===== config.mk =====
export PLATFORM = sky130hd
export DESIGN_NAME = regm_mp
export DESIGN_NICKNAME = d
export VERILOG_FILES = /design/src/rtl/regm_mp.sv
export SDC_FILE = /design/constraint.sdc
export NUM_CORES = 2
export LEC_CHECK = 0
export CORE_MARGIN = 4
export CORE_UTILIZATION = 53
export CTS_CLUSTER_DIAMETER = 100
export DETAILED_ROUTE_END_ITERATION = 6
export MAX_ROUTING_LAYER = met4
export PLACE_DENSITY = 0.7
export SYNTH_ARGS = -nofsm -noshare
export SYNTH_HDL_FRONTEND = slang
export SYNTH_SLANG_ARGS = --single-unit
export TNS_END_PERCENT = 1

===== constraint.sdc =====
create_clock -name clk -period 43.2 [get_ports clk]
set_input_delay 6.48 -clock clk [delete_from_list [all_inputs] [get_ports clk]]
set_output_delay 6.48 -clock clk [all_outputs]
set_load 0.01 [all_outputs]

===== src/rtl/regm_mp.sv =====
//------------------------------------------------------------------------------
// regm_mp
// Multi-port register file with same-cycle write bypass and a per-register
// busy scoreboard (set by issue, cleared by writeback).
// Revision: 1.0 - initial release
//------------------------------------------------------------------------------
`default_nettype none

module regm_mp #(
    parameter int WIDTH    = 32,
    parameter int DEPTH    = 32,
    parameter int NREAD    = 2,
    parameter int NWRITE   = 1,
    parameter int ZERO_REG = 1,
    localparam int AW      = (DEPTH > 1) ? $clog2(DEPTH) : 1
) (
    input  logic                    clk,
    input  logic                    rst,
    input  logic [NREAD*AW-1:0]     rd_addr,
    output logic [NREAD*WIDTH-1:0]  rd_data,
    output logic [NREAD-1:0]        rd_busy,
    input  logic [NWRITE-1:0]       wr_en,
    input  logic [NWRITE*AW-1:0]    wr_addr,
    input  logic [NWRITE*WIDTH-1:0] wr_data,
    input  logic                    issue_en,
    input  logic [AW-1:0]           issue_addr
);

    // Depth widened by one bit so the range check also works when DEPTH
    // is an exact power of two.
    localparam logic [AW:0] C_DEPTH = (AW+1)'(DEPTH);

    // An address is usable if it is in range and is not the hardwired zero
    // register.
    function automatic logic addr_valid(input logic [AW-1:0] a);
        logic ok;
        ok = ({1'b0, a} < C_DEPTH);
        if ((ZERO_REG == 1) && (a == '0)) begin
            ok = 1'b0;
        end
        return ok;
    endfunction

    // Architectural state.
    logic [WIDTH-1:0] regs     [DEPTH];
    logic [WIDTH-1:0] reg_nxt  [DEPTH];
    logic [DEPTH-1:0] busy;
    logic [DEPTH-1:0] busy_nxt;

    // Unpacked per-port views of the write bus.
    logic [AW-1:0]    wa [NWRITE];
    logic [WIDTH-1:0] wd [NWRITE];
    logic [NWRITE-1:0] wv;
    logic             iv;

    generate
        for (genvar j = 0; j < NWRITE; j++) begin : g_wp
            assign wa[j] = wr_addr[j*AW +: AW];
            assign wd[j] = wr_data[j*WIDTH +: WIDTH];
            assign wv[j] = wr_en[j] & addr_valid(wr_addr[j*AW +: AW]);
        end
    endgenerate

    assign iv = issue_en & addr_valid(issue_addr);

    // Next-state for data and busy: later write ports override earlier ones,
    // a write clears busy and a same-cycle issue sets it again.
    always_comb begin
        for (int r = 0; r < DEPTH; r++) begin
            reg_nxt[r]  = regs[r];
            busy_nxt[r] = busy[r];
            for (int j = 0; j < NWRITE; j++) begin
                if (wv[j] && (wa[j] == AW'(r))) begin
                    reg_nxt[r]  = wd[j];
                    busy_nxt[r] = 1'b0;
                end
            end
            if (iv && (issue_addr == AW'(r))) begin
                busy_nxt[r] = 1'b1;
            end
        end
    end

    // State register; reset clears everything without waiting for an edge.
    always_ff @(posedge clk or posedge rst) begin
        if (rst) begin
            for (int r = 0; r < DEPTH; r++) begin
                regs[r] <= '0;
            end
            busy <= '0;
        end else begin
            regs <= reg_nxt;
            busy <= busy_nxt;
        end
    end

    generate
        for (genvar i = 0; i < NREAD; i++) begin : g_rp
            logic [AW-1:0]    ra;
            logic [WIDTH-1:0] dout;
            logic             bout;

            assign ra = rd_addr[i*AW +: AW];

            // Combinational read: invalid -> 0, else bypass from the highest
            // matching write port, else stored value. A matching write also
            // masks the busy flag since the producer completes this cycle.
            // While reset is held the outputs mirror the cleared state, so
            // in-flight writes are not bypassed.
            always_comb begin
                dout = '0;
                bout = 1'b0;
                if (!rst && addr_valid(ra)) begin
                    dout = regs[ra];
                    bout = busy[ra];
                    for (int j = 0; j < NWRITE; j++) begin
                        if (wv[j] && (wa[j] == ra)) begin
                            dout = wd[j];
                            bout = 1'b0;
                        end
                    end
                end
            end

            assign rd_data[i*WIDTH +: WIDTH] = dout;
            assign rd_busy[i]                = bout;
        end
    endgenerate

endmodule

`default_nettype wire


# Yosys cells after proc, flatten, opt, wreduce, memory -nomap -nowiden
# Cells that the tools add are included.
[totals]
regBits = 1056
wordCells = 327
[op_classes]
order_cmp = 4
eq_ne = 64
muxes = 86
n_bitwise = 4
reduce_logical = 105
[op_table]
columns = ["op", "count"]
rows = [
  ["$bmux W32 S5", 2],
  ["$mux W32", 8],
  ["$eq A5 B5 Y1 const B", 32],
  ["$eq A5 B4 Y1 const B", 16],
  ["$mux W1", 74],
  ["$logic_and A1 B1 Y1", 68],
  ["$reduce_bool A2 Y1", 32],
  ["$eq A5 B3 Y1 const B", 8],
  ["$eq A5 B2 Y1 const B", 4],
  ["$logic_not A5 Y1", 4],
  ["$ge A6 B6 Y1 const B", 2],
  ["$lt A5 B6 Y1 const B", 2],
  ["$not A5 Y6", 2],
  ["$bmux W1 S5", 2],
  ["$eq A5 B1 Y1 const B", 2],
  ["$eq A5 B5 Y1", 2],
  ["$and A1 B1 Y1", 2],
  ["$logic_not A1 Y1", 1],
]

# Depth between registers and ports, before layout
[depth]
ltp_word = 6
ltp_mapped = 10
ltp_nobuf = 5

# Worst setup path before layout
# Ideal clock, no wire load.
[synth_path]
kind = "input -> output"
from = "in rd_addr[0]"
to = "out rd_busy[0]"
arrival_time_ps = 8090
required_ps = 36720
path_slack_ps = 28630
stages = 8
path_buffers = 4
path_cell_list = "buf_6 -> buf_6 -> buf_6 -> mux4_2 -> mux4_2 -> nor2_1 -> nor3_1 -> buf_4"
[synth_via]
elab_chain_len = 4
[synth_lines]
columns = ["element", "line_no", "rtl"]
rows = [
  ["start, declared", "19", "input logic [NREAD*AW-1:0] rd_addr,"],
  ["$bmux W1 S5, or another cell as far along", "115", "bout = busy[ra];"],
  ["$mux W1 (implied by the code), or another cell as far along", "115", ""],
  ["$mux W1 or $logic_and A1 B1 Y1 (tied branches)", "117, 113", ""],
  ["$mux W1 (*)", "113", "if (!rst && addr_valid(ra)) begin"],
  ["end, declared", "21", "output logic [NREAD-1:0] rd_busy,"],
]
# Every way passes the cells marked *; elsewhere a longest branch is shown, timed or not. The select of a mux whose other input is x is not followed.

# Worst setup path after layout
[layout_path]
from = "in rd_addr[7]"
to = "out rd_data[59]"
[layout_via]
elab_chain_len = 6
[layout_lines]
columns = ["element", "line_no", "rtl"]
rows = [
  ["$not A5 Y6 (implied by the code)", "114", "dout = regs[ra];"],
  ["$bmux W32 S5", "114", ""],
  ["$mux W32 (implied by the code) (2 in a row)", "114", ""],
  ["$mux W32", "117", "if (wv[j] && (wa[j] == ra)) begin"],
  ["$mux W32 (*)", "113", ""],
  ["end, declared", "20", "output logic [NREAD*WIDTH-1:0] rd_data,"],
]
# Marks and branches as above.

==> results_dict.tcl <==
set metrics [dict create \
    status "completed" \
    synth_seq_cells 1056 \
    sequentialPowerShare 0.457 \
    slew_headroom 0.137 \
    endpoint_kind "output pin" \
    cts_root_buf "clkbuf_16" \
    via_per_inst 7.06 \
    tightest_slew_ns 1.29 \
    skew_ns 0 \
    synth_edf_count 0 \
    die_y_um 338 \
    arrival_ns 10.89 \
    power.switching_mw 0.801 \
    p_leak_nw 27.8 \
    p_int_mw 2.09 \
    grt_pass1_vias 39412 \
    finalHoldViolCount 0 \
    clkTransAtPathRegs_ns 0.06 \
    sw_frac_of_total 0.277 \
    dieArea_mm2 0.114 \
    synth_ff_type "dfrtp_1" \
    min_period_ns 17.37 \
    dp_cells 5282 \
    synth_seq_area_share 0.459 \
    cts_tree "done" \
    cp.required_ns 36.72 \
    start_util 0.535 \
    wl_per_cell_um 33.5 \
    grtUsageTotal 0.333 \
    coreArea_mm2 0.108 \
    setup_viol 0 \
    worstSkewPairLatency_ns 0.70 \
    vdd_drop_max_mv 0.0340 \
    reg2reg_slack_ns 42.39 \
    clkPwrFrac 0.341 \
    synth_area_leaders "dfrtp_1 (46%), mux2_2 (21%), mux4_2 (13%), mux2i_1 (6.6%), a22oi_1 (1.6%)" \
    clockBufferDepth 3 \
    min_period_over_period 0.402 \
    grt_pass1_wl_um 272000 \
    cts_sinks 1056 \
    power.total_mw 2.90 \
    nFillCells 8415 \
    antenna_found_initial 1 \
    min_path_type "flop to flop" \
    die_x_um 338 \
    hold_buffers 0 \
    syn_area_per_cell_um2 13.9 \
    drt_iter0_drc 4295 \
    drtAntennaViolNets 0 \
    path_class "input pin to output pin" \
    drcViolationCount 0 \
    cap_viol_max_count 0 \
    finalNonFillerCells 5491 \
    synthCells 4127 \
    dp_slack_ns 25.87 \
    post_cts_buffers 0 \
    power.density_mw_per_mm2 45.9 \
    vias 38790 \
    startpoint_type "input pin" \
    yosys.area.top_type "dfrtp_1" \
    drive_above_1_share 0.431 \
    critPathMaxFanout 52 \
    setup_ws_ns 25.83 \
    grt-ovfl-total 0 \
    hpwlAfterDp_um 98400 \
    yosysTopAreaCellShare 0.459 \
    cts_buffers 113 \
    cts.repair.resized 0 \
    gp_congestion 0.849 \
    synth_most_common_cell "dfrtp_1" \
    wl_um 184000 \
    ys_async_sr_fraction 1.00 \
    port_buffers 121 \
    yosys_warnings 0 \
    htreeDepth 3 \
    grt_start_max_net_pins 172 \
    syn_nets 4183 \
    rsz0062_at_grt "false" \
    syn2layout_area_growth_pct 9.72 \
    p_comb_frac 0.201 \
    ios 122 \
    mappedNetlistArea_mm2 0.0575 \
    fmax_ghz 0.0576 \
    final_max_slew_viol_count 0 \
    fin_nets 4050 \
    yosys-top-cells-count "dfrtp_1 (1056), mux2_2 (1055), mux2i_1 (381), mux4_2 (340), clkbuf_1 (232)" \
    ys_types 53 \
    fin_setup_tns_ns 0 \
    rows 120 \
    drt-pass1-iter-count 7 \
]
==> power by group through the flow <==
stage	Sequential (mW)	Clock (mW)	Combinational, mW
after detailed placement	1.33	0	0.578
after floorplan	1.29	0	0.463
final	1.32	0.988	0.583
after CTS	1.32	0.997	0.582
after global routing	1.34	1.04	0.628
after global placement	1.32	0	0.566
==> flip-flops by register name (all words and copies together), names as in the netlist <==
register and cells:
busy 32, regs 1024
==> per-layer routing <==
metal | GRT usage | vias up | wire [um]
met3 | 0.0721 | 477 | 17200
li1 | - | 15538 | -
met4 | 0.124 | 0 | 7660
met5 | - | - | 0
met2 | 0.490 | 2064 | 83200
met1 | 0.459 | 20711 | 75700
==> area by class of cell <==
| type | instances | area, um^2 | share of cell area |
|---|---|---|---|
| inverters | 17 | 71.3 | 0.00113 |
| flip-flops and latches | 1056 | 26400 | 0.419 |
| diodes | 2 | 5.00 | 0.0000793 |
| well taps | 1403 | 1760 | 0.0278 |
| clock buffers | 179 | 3470 | 0.0550 |
| clock inverters | 28 | 275 | 0.00436 |
| repair buffers | 225 | 2080 | 0.0329 |
| multi-input cells | 2581 | 29100 | 0.460 |
==> path summary, 6_finish.rpt <==
path | startpoint | endpoint | cells past startpoint
setup / recovery | rd_addr[7] | rd_data[59] | 9
hold reg to reg | regs[998] | regs[998] | 0
setup reg to reg | regs[191] | regs[191] | 1
max in group asynchronous | rst | regs[341] | 4
hold / removal | regs[998] | regs[998] | 0
min in group asynchronous | rst | regs[766] | 2
==> placed cells by master (no fill, tap or decap), types with 4 or more instances in the layout <==
cell,n
a2111oi_0,5
a2111oi_2,28
a211oi_1,57
a21o_1,60
a21oi_1,92
a221oi_1,31
a22o_1,13
a22oi_1,123
a31oi_1,32
buf_12,6
buf_4,101
buf_8,4
bufinv_16,5
clkbuf_1,33
clkbuf_16,119
clkbuf_8,27
clkdlybuf4s50_1,111
clkinv_2,20
dfrtp_1,1056
inv_1,16
mux2_2,1055
mux2i_1,381
mux4_2,340
nand2_1,117
nand2_4,7
nand2b_1,6
nand3_1,12
nand3b_1,6
nand4_1,7
nor2_1,10
nor2_4,14
nor2b_1,35
nor2b_4,5
nor3_1,5
o21ai_0,13
o221ai_1,32
o22ai_1,43
o31ai_1,4
xnor2_1,10
==> stage by stage <==
step                       util  instance area (um^2)  hold WS [ns]
after floorplan               -                 57500         0.441
after global placement    0.552                 59400         0.378
after detailed placement  0.552                 59400         0.384
after CTS                 0.587                 63100         0.397
after global routing      0.587                 63100         0.409
final                     0.587                 63100         0.393
==> worst max-delay path: stages <==
cell,delay (ns)
buf_6,0.39
buf_4,0.85
or3b_4,0.73
buf_4,0.47
o221ai_1,0.26
a21oi_1,0.09
a221oi_1,0.83
a21o_1,0.14
clkdlybuf4s50_1,0.53
==> logic make-up after synthesis <==
| family | synth area share |
|---|---|
| compound gates | 0.0716 |
| mux | 0.406 |
| flops | 0.459 |
| buf+inv | 0.0410 |
| simple gates | 0.0210 |
| xor+xnor | 0.00152 |
No activity file was read; power rests on OpenSTA's default activity.
